==> config.mk <==
export PLATFORM = sky130hd
export DESIGN_NAME = mux16_rr_scheduler
export DESIGN_NICKNAME = d
export VERILOG_FILES = /design/src/rtl/mux16_rr_scheduler.sv
export SDC_FILE = /design/constraint.sdc
export NUM_CORES = 1
export LEC_CHECK = 0
export ABC_AREA = 1
export CAP_MARGIN = 20
export CORE_MARGIN = 3
export CORE_UTILIZATION = 51
export CTS_CLUSTER_SIZE = 30
export DETAILED_ROUTE_END_ITERATION = 8
export PLACE_DENSITY = 0.82
export SETUP_SLACK_MARGIN = 0.15
export SYNTH_ARGS = -nofsm -noshare
export SYNTH_HDL_FRONTEND = slang
export SYNTH_SLANG_ARGS = --single-unit
==> constraint.sdc <==
create_clock -name clk -period 5.9 [get_ports clk]
set_clock_uncertainty 0.2 [all_clocks]
set_input_delay 1.18 -clock clk [delete_from_list [all_inputs] [get_ports clk]]
set_output_delay 1.18 -clock clk [all_outputs]
set_load 0.01 [all_outputs]
==> src/rtl/mux16_rr_scheduler.sv <==
// 16-requester round-robin scheduler with bounded bursts.
// One owner at a time drives a 1-bit datapath through a 16:1 mux. The owner
// keeps the grant for up to BURST_LEN accepted transfers, or until it drops
// its request. On release, the next requester in ascending circular order
// after the owner takes over on the same edge, so there is no idle bubble.
module mux16_rr_scheduler #(
  parameter int BURST_LEN = 4
) (
  input  logic        clk,
  input  logic        rst_n,
  input  logic [15:0] req,
  input  logic [15:0] in,
  input  logic        ready,
  output logic [15:0] gnt,
  output logic [3:0]  sel,
  output logic        out,
  output logic        valid
);

  typedef enum logic {
    IDLE  = 1'b0,
    GRANT = 1'b1
  } state_t;

  // Counter value at which an accepted transfer ends the burst.
  localparam logic [3:0] LAST_BEAT = 4'(BURST_LEN - 1);

  state_t      state_reg;
  logic [3:0]  sel_reg;
  logic [15:0] gnt_reg;
  logic [3:0]  cnt_reg;

  // Requests of the other 15 requesters, rotated so bit 0 is (sel+1) mod 16.
  // The owner itself is excluded so it always has the lowest priority.
  logic [14:0] rot_req;

  genvar gi;
  generate
    for (gi = 0; gi < 15; gi++) begin : g_rot
      assign rot_req[gi] = req[sel_reg + 4'(gi + 1)];
    end
  endgenerate

  logic       other_found;
  logic [3:0] other_win;
  logic       owner_req;
  logic       transfer;
  logic       release_now;

  // Circular priority search: first set bit starting just after the owner.
  always_comb begin
    other_found = 1'b0;
    other_win   = sel_reg;
    for (int k = 0; k < 15; k++) begin
      if (!other_found && rot_req[k]) begin
        other_found = 1'b1;
        other_win   = sel_reg + 4'(k + 1);
      end
    end
  end

  assign owner_req   = req[sel_reg];
  assign valid       = (|gnt_reg) && owner_req;
  assign transfer    = valid && ready;
  // Owner gives up the grant when it stops requesting or finishes its burst.
  assign release_now = !owner_req || (transfer && (cnt_reg == LAST_BEAT));

  assign gnt = gnt_reg;
  assign sel = sel_reg;
  assign out = in[sel_reg];

  // Grant state machine; all outputs except the mux and valid are registered.
  always_ff @(posedge clk or negedge rst_n) begin
    if (!rst_n) begin
      state_reg <= IDLE;
      gnt_reg   <= 16'h0000;
      sel_reg   <= 4'hF;
      cnt_reg   <= 4'd0;
    end else begin
      case (state_reg)
        IDLE: begin
          if (other_found) begin
            state_reg <= GRANT;
            sel_reg   <= other_win;
            gnt_reg   <= 16'd1 << other_win;
            cnt_reg   <= 4'd0;
          end else if (owner_req) begin
            // Only the last owner is asking: it is last in the circle.
            state_reg <= GRANT;
            gnt_reg   <= 16'd1 << sel_reg;
            cnt_reg   <= 4'd0;
          end
        end
        GRANT: begin
          if (release_now) begin
            if (other_found) begin
              sel_reg <= other_win;
              gnt_reg <= 16'd1 << other_win;
              cnt_reg <= 4'd0;
            end else if (owner_req) begin
              // Nobody else waiting: same owner starts a fresh burst.
              cnt_reg <= 4'd0;
            end else begin
              state_reg <= IDLE;
              gnt_reg   <= 16'h0000;
              cnt_reg   <= 4'd0;
            end
          end else if (transfer) begin
            cnt_reg <= cnt_reg + 4'd1;
          end
        end
        default: begin
          state_reg <= IDLE;
          gnt_reg   <= 16'h0000;
          cnt_reg   <= 4'd0;
        end
      endcase
    end
  end

endmodule

==> results of run 1 <==
## cell type report
class / count / area share
Multi-Input combinational cell: 509 / 0.6085
Sequential cell: 25 / 0.1495
Timing Repair Buffer: 61 / 0.1465
Inverter: 68 / 0.06079
Tap cell: 77 / 0.02284
Clock buffer: 3 / 0.009786
Clock inverter: 1 / 0.002076
## final timing paths
check                      startpoint    endpoint  slack (ns)  cells past startpoint
setup reg to reg               sel[2]     gnt[15]        1.18                     21
max in group asynchronous       rst_n      sel[2]        4.09                      2
min in group asynchronous       rst_n      gnt[6]        0.94                      1
hold / removal             cnt_reg[2]  cnt_reg[2]        0.31                      1
hold reg to reg            cnt_reg[2]  cnt_reg[2]        0.31                      1
setup / recovery               sel[2]     gnt[15]        1.18                     21
## layer usage
metal | wire [um] | GRT usage | up-vias | share of wire
met3 | 889 | 0.04516 | 14 | 0.078
met4 | 208 | 0.05548 | 0 | 0.018
met2 | 5202 | 0.4896 | 194 | 0.46
met5 | 0 | 0 | - | 0
met1 | 5070 | 0.4029 | 1951 | 0.45
li1 | - | - | 2142 | -
## cells in the final DEF (no fill, tap or decap), types with 2 or more instances in the layout
cell type	instances
nand2_4	4
nor2_1	55
dfrtp_1	21
dfstp_2	4
nand4_1	18
o21ai_0	22
clkbuf_8	3
nand3_1	103
inv_1	59
inv_2	6
o21a_1	3
nand2_2	12
nor2_4	4
nor3_1	3
xnor2_1	2
clkdlybuf4s50_1	56
clkinv_1	2
ha_1	15
a21oi_1	45
xor2_1	3
o22ai_1	5
nor3_2	3
nor4_1	4
nand2_1	196
nor2_2	2
nand4_4	3
buf_4	4
## metrics by stage
step / worst slack, ns / instances / hold WS [ns] / util / cell area, um^2
CTS: 1.241 / 743 / 0.3185 / 0.6418 / 4192
global route: 0.8246 / 744 / 0.3472 / 0.6460 / 4219
floorplan: 1.758 / 619 / 0.2669 / - / 3550
global placement: 1.130 / 739 / 0.2940 / 0.6341 / 4141
detailed placement: 1.102 / 739 / 0.3011 / 0.6341 / 4141
finish: 1.181 / 744 / 0.3145 / 0.6460 / 4219
## kinds of logic (layout without fill, tap and decap cells)
kind of cell | Yosys count | in the layout
and+or+nand+nor | 410 | 410
buffers and inverters | 85 | 133
AOI/OAI and AO/OA | 78 | 78
DFF | 25 | 25
adders and majority gates | 15 | 15
xor gates and xnor gates | 6 | 6
==> key figures, run 1 <==
Outcome
  – Run status: complete, no violations

Setup path
  – Cells traversed along the worst timing path: inv_2 > ha_1 > inv_1 > nand3_1 > nand2_1 > nand2_2 > nand2_4 > nor2_4 > nand4_4 > nor2_4 > nand4_4 > nor2_4 > nand4_4 > nor2_4 > nand2_4 > nand2_4 > nand2_1 > nand2_2 > inv_2 > nor2_1 > a21oi_1
  – Data arrival, critical path: 4.68 ns
  – Crit path kind: flip-flop to flip-flop
  – Count of buffer and inverter cells on the critical path: 3
  – Slowest cell on the critical path: dfstp_2
  – Worst Setup End Kind: flip-flop
  – Crit path max-delay family: simple AND/OR/NAND/NOR gates
  – CP dominant cell by count: nor2_4
  – Sort of element at the start of the critical path: flip-flop
  – Highest net fanout along the worst path: 22
  – Critical path's largest stage delay: 0.86 ns
  – Endpoint required time on the critical path: 5.86 ns

Cells and area
  – Diode insertion count for antenna repair: 0
  – Area used by multi-input combinational logic: 0.002567 mm^2
  – Register Area: 630.6 um^2
  – Number of fill cells in the layout: 621
  – Relative area change from synthesis to final layout: 18.86%
  – Largest register FFs: 16
  – Fraction of layout instances using a drive strength above 1: 0.07646
  – Total number of nets in the final design: 718

Detailed routing
  – Residual DRC count: 0
  – Total via count in the routed design: 4301
  – Drt wl/cell: 15.28 um
  – Detailed-route vias per instance: 5.781
  – Router iterations before antenna repair: 5
  – Routed wire length: 11370 um
  – Antenna-violating nets left: 0
  – Violation count after the first detailed-routing iteration: 353

CTS
  – Level count of the clock H-tree: 1
  – Clock-pin slew on the worst setup and hold paths: 0.09 ns
  – CTS tree: done
  – # Post-CTS Setup Buffers: 0
  – Worst skew pair latency: 0.27 ns
  – Num Clock Sinks: 25
  – Number of buffers on the longest clock path: 2
  – CTS buffer count: 3
  – Hold-fix buffers, CTS: 0
  – CTS root buf: clkbuf_8
  – Cells resized by post-CTS repair: 0

Run
  – Max cap viols: 0

Synth
  – EDFF count, synth: 0
  – Synth top area cells: nand2_1, dfrtp_1, nand3_1
  – Distinct cells, synth: 38
  – Most common cell in the synthesized netlist: nand2_1
  – Number of nets produced by synthesis: 669
  – Post-synthesis cell area: 0.003550 mm^2
  – Predominant post-synthesis flop cell: dfrtp_1
  – Share of the synthesized area in the top cell type: 0.2073
  – Synth async-reset ratio: 1.000
  – Yosys warning total: 0
  – Largest family of logic cells by synthesized area: simple AND/OR/NAND/NOR gates
  – Synthesized-area fraction occupied by adder cells: 0.05287
  – Number of instances in the synthesized netlist: 619
  – Synthesized-area fraction occupied by and/or/nand/nor cells: 0.5372
  – Fraction of the mapped netlist area in compound gates: 0.1163
  – Synth top cells by count: nand2_1, nand3_1, inv_1
  – Mean instance size in the synthesized netlist: 5.734 um^2
  – Xor-xnor portion of the synthesized cell area: 0.01692
  – Largest area contributor in the synthesized netlist: nand2_1
  – Sequential fraction of the synthesis area: 0.1777
  – Number of synthesized register bits: 25
  – Mux cell area share after synthesis: 0

Floorplanning
  – Std-Cell Rows: 29
  – Top-level port count: 57
  – Die footprint: 0.007997 mm^2
  – Die H: 89.43 um
  – Die W: around 89 um
  – Initial Util: 0.5435
  – Area inside the core boundary: about 0.0065 mm^2

Global routing
  – Global routing usage summed across all routing layers: 0.2930
  – Wire length of the first global-routing pass: roughly 18000 um
  – Maximum number of pins on one net before global-route repair: 36
  – Remaining Overflow, GRT: 0
  – Number of global-route vias before repair: around 3800
  – Antenna violations before repair: 0

Min path
  – Type of the tightest min-delay check: flip-flop to flip-flop

Timing
  – Final period utilization: 0.7999
  – Tmin final: 4.719 ns
  – Aggregate negative setup slack: 0 ns
  – Unrepaired setup endpoints after global routing: no
  – Setup violations, final: 0
  – Max-slew violation total from the final report: 0
  – Final hold vios: 0
  – Worst rel slew slack: 0.4932
  – Achievable frequency: approximately 210 MHz
  – Slew at the pin closest to its max-slew limit: 0.7522 ns

Place
  – GPL Wtd Cong: ~0.95
  – Buffers on Ports: 56
  – DPL Wire Length: roughly 9000 um
Power of run 1 is left out: the tool's default activity adds up to more than one toggle a clock period on the data nets, which glitch-free logic cannot reach.
==> run 2, diff against run 1 <==
Clock period 5.9 ns to 4.9 ns, I/O delays scaled along.
==> run 2 against run 1 <==
  * Die area unchanged
  * Sequential share of layout area decreased by 0.46 points
  * Wire length increased by 3.2%
  * Final cell count is 1.5% higher
  * Non-clock buffer count increased by 11
  * Via count increased by 1.4%
  * Core utilization increased by 2.1 points
  * Critical endpoint is now gnt[10]
==> key figures, run 2 (synthesis gave the netlist of run 1 again) <==
Setup path
  – Destination of the worst register-to-register timing path: gnt[10]
  – Worst R2R Setup Slack: 0.46 ns (-0.72 ns)
  – Endpoint required time on the critical path: 4.91 ns (-0.95 ns)
  – Data arrival, critical path: 4.45 ns (-0.23 ns)
  – Crit path kind: flip-flop to flip-flop
  – Highest net fanout along the worst path: 13 (-41%)
  – Sort of element at the start of the critical path: flip-flop
  – CP dominant cell by count: nand2_1
  – Count of cells along the worst register-to-register path: 23 (+9.5%)
  – Critical path's largest stage delay: 0.60 ns (-0.26 ns)
  – Slowest cell on the critical path: dfstp_2
  – Cells traversed along the worst timing path: clkinvlp_4 > ha_1 > buf_4 > nand3_1 > nand3_1 > nand2_1 > nand2_1 > nand2_2 > nor2_4 > nand4_4 > nor2_4 > nand4_4 > nor3_4 > nand2_1 > o21ai_0 > inv_1 > nand2_1 > nand2_1 > nand2_2 > nand2_2 > nor2_2 > nand4_1 > a21oi_1
  – Worst Setup End Kind: flip-flop
  – Reg-to-reg startpoint: sel[1]

Floorplanning
  – Die footprint: 0.007997 mm^2 (unchanged)
  – Top-level port count: 57 (unchanged)
  – Die W: 89.43 um (unchanged)
  – Initial Util: 0.5435 (unchanged)
  – Area inside the core boundary: 0.006531 mm^2 (unchanged)
  – Die H: 89.43 um (unchanged)
  – Std-Cell Rows: 29 (unchanged)

Detailed routing
  – Violation count after the first detailed-routing iteration: 447 (+27%)
  – Routed wire length: 11740 um (+3.2%)
  – Antenna-violating nets left: 0 (unchanged)
  – Residual DRC count: 0 (unchanged)
  – Detailed-route vias per instance: 5.777 (about the same)
  – Router iterations before antenna repair: 5 (unchanged)
  – Total via count in the routed design: 4362 (+1.4%)
  – Drt wl/cell: 15.55 um (+1.7%)

Cells and area
  – Fraction of layout instances using a drive strength above 1: 0.1077 (+0.03121)
  – Largest register FFs: 16 (unchanged)
  – Register Area: 630.6 um^2 (unchanged)
  – Diode insertion count for antenna repair: 0 (unchanged)
  – Total number of nets in the final design: 729 (+1.5%)
  – Area used by multi-input combinational logic: 0.002614 mm^2 (+1.8%)
  – Most frequent standard cell in the layout excluding fill and tap cells: nand2_1
  – Number of fill cells in the layout: 639 (+2.9%)
  – Most frequent cells in the layout: nand2_1, nand3_1, inv_1, clkdlybuf4s50_1, nor2_1
  – Design area: 0.004354 mm^2 (+3.2%)
  – Relative area change from synthesis to final layout: 22.66%

Timing
  – Unrepaired setup endpoints after global routing: no
  – Achievable frequency: 225.5 MHz (+6.4%)
  – Final hold vios: 0 (unchanged)
  – Max-slew violation total from the final report: 0 (unchanged)
  – Final period utilization: 0.9052 (+0.1053)
  – Slew at the pin closest to its max-slew limit: 0.6298 ns (-0.1224 ns)
  – Setup violations, final: 0 (unchanged)
  – Tmin final: 4.435 ns (-0.2839 ns)
  – Worst rel slew slack: 0.5787 (+0.08548)
  – Aggregate negative setup slack: 0 ns (unchanged)

Min path
  – Hold path startpoint: cnt_reg[2]
  – Type of the tightest min-delay check: flip-flop to flip-flop
  – Worst Hold Endpoint: cnt_reg[2]
  – Worst hold path stage count: 1 (unchanged)

Run
  – Max cap viols: 0 (unchanged)

Global routing
  – Antenna violations before repair: 0 (unchanged)
  – Remaining Overflow, GRT: 0 (unchanged)
  – Maximum number of pins on one net before global-route repair: 27 (-25%)
  – Global routing usage summed across all routing layers: 0.3014 (+0.008376)
  – Wire length of the first global-routing pass: 18680 um (+2.4%)
  – Number of global-route vias before repair: 3858 (+0.92%)

CTS
  – Number of buffers on the longest clock path: 2 (unchanged)
  – Level count of the clock H-tree: 1 (unchanged)
  – Clock-pin slew on the worst setup and hold paths: 0.10 ns (about the same)
  – CTS root buf: clkbuf_8
  – CTS buffer count: 3 (unchanged)
  – CTS tree: done
  – Num Clock Sinks: 25 (unchanged)
  – Worst skew pair latency: 0.28 ns (about the same)

Place
  – DPL Wire Length: 9309 um (+5.7%)
  – GPL Wtd Cong: 0.9546 (+0.39%)
  – Buffers on Ports: 56 (unchanged)
  – Cell area reported after detailed placement: 0.004199 mm^2 (+1.4%)

Outcome
  – Run status: complete, no violations
run 2: cell types whose count changed in the layout (fill, tap and decap cells not counted), moves of 3 or more:
cell        change
inv_1           -3
nor2_2          +3
clkinvlp_4      +3
nor2_1          -4
buf_4          +11
run 2: per-stage QoR:
stage	utilization	hold slack (ns)	worst slack, ns	instances
floorplan	-	0.2669	0.7581	619
global placement	0.6387	0.2972	0.5405	743
detailed placement	0.6429	0.3072	0.3993	744
CTS	0.6504	0.3210	0.3815	748
global route	0.6667	0.3648	0.1560	755
finish	0.6667	0.3298	0.4647	755
run 2: area by class of cell:
type	count	share of cell area
Sequential cell	25	0.1448
Multi-Input combinational cell	509	0.6003
Clock inverter	1	0.001724
Clock buffer	3	0.009483
Inverter	68	0.06063
Timing Repair Buffer	72	0.1609
Tap cell	77	0.02213
run 2: metal layers:
metal,GRT usage,vias to the layer above,part of all wire,routed length (um)
met5,0,-,0,0
met4,0.04465,0,0.013,147
met3,0.05899,15,0.093,1090
met2,0.4601,196,0.44,5166
met1,0.4484,1988,0.45,5334
li1,-,2163,-,-
run 2: how the worst max path moves through the flow:
| stage | depth (start not counted) | slack, ns | start | to |
|---|---|---|---|---|
| 3_5_place_dp | 22 | 0.40 | sel[1] | gnt[12] |
| 3_3_place_gp | 21 | 0.54 | req[15] | gnt[7] |
| 5_1_grt | 23 | 0.16 | sel[1] | gnt[14] |
| 6_report | 23 | 0.46 | sel[1] | gnt[10] |
| 4_1_cts | 22 | 0.38 | sel[1] | gnt[12] |
| 2_1_floorplan | 26 | 0.76 | sel[0] | gnt[1] |
run 2: worst max-delay path, delay by kind of cell (launching register included):
| family | cells | cell delay, ns |
|---|---|---|
| AO/OA/AOI/OAI | 2 | 0.36 |
| adder cells (fa/ha/maj) | 1 | 0.40 |
| buffers and inverters | 3 | 0.50 |
| flip-flops | 1 | 0.60 |
| AND/OR/NAND/NOR | 17 | 2.29 |
run 2: timing repair:
action	CTS	global route
setup buffers	0	7
hold buffers	0	0
resized for setup	0	15
endpoints found under the setup margin	0	17
Power of run 2 is left out for the same reason.
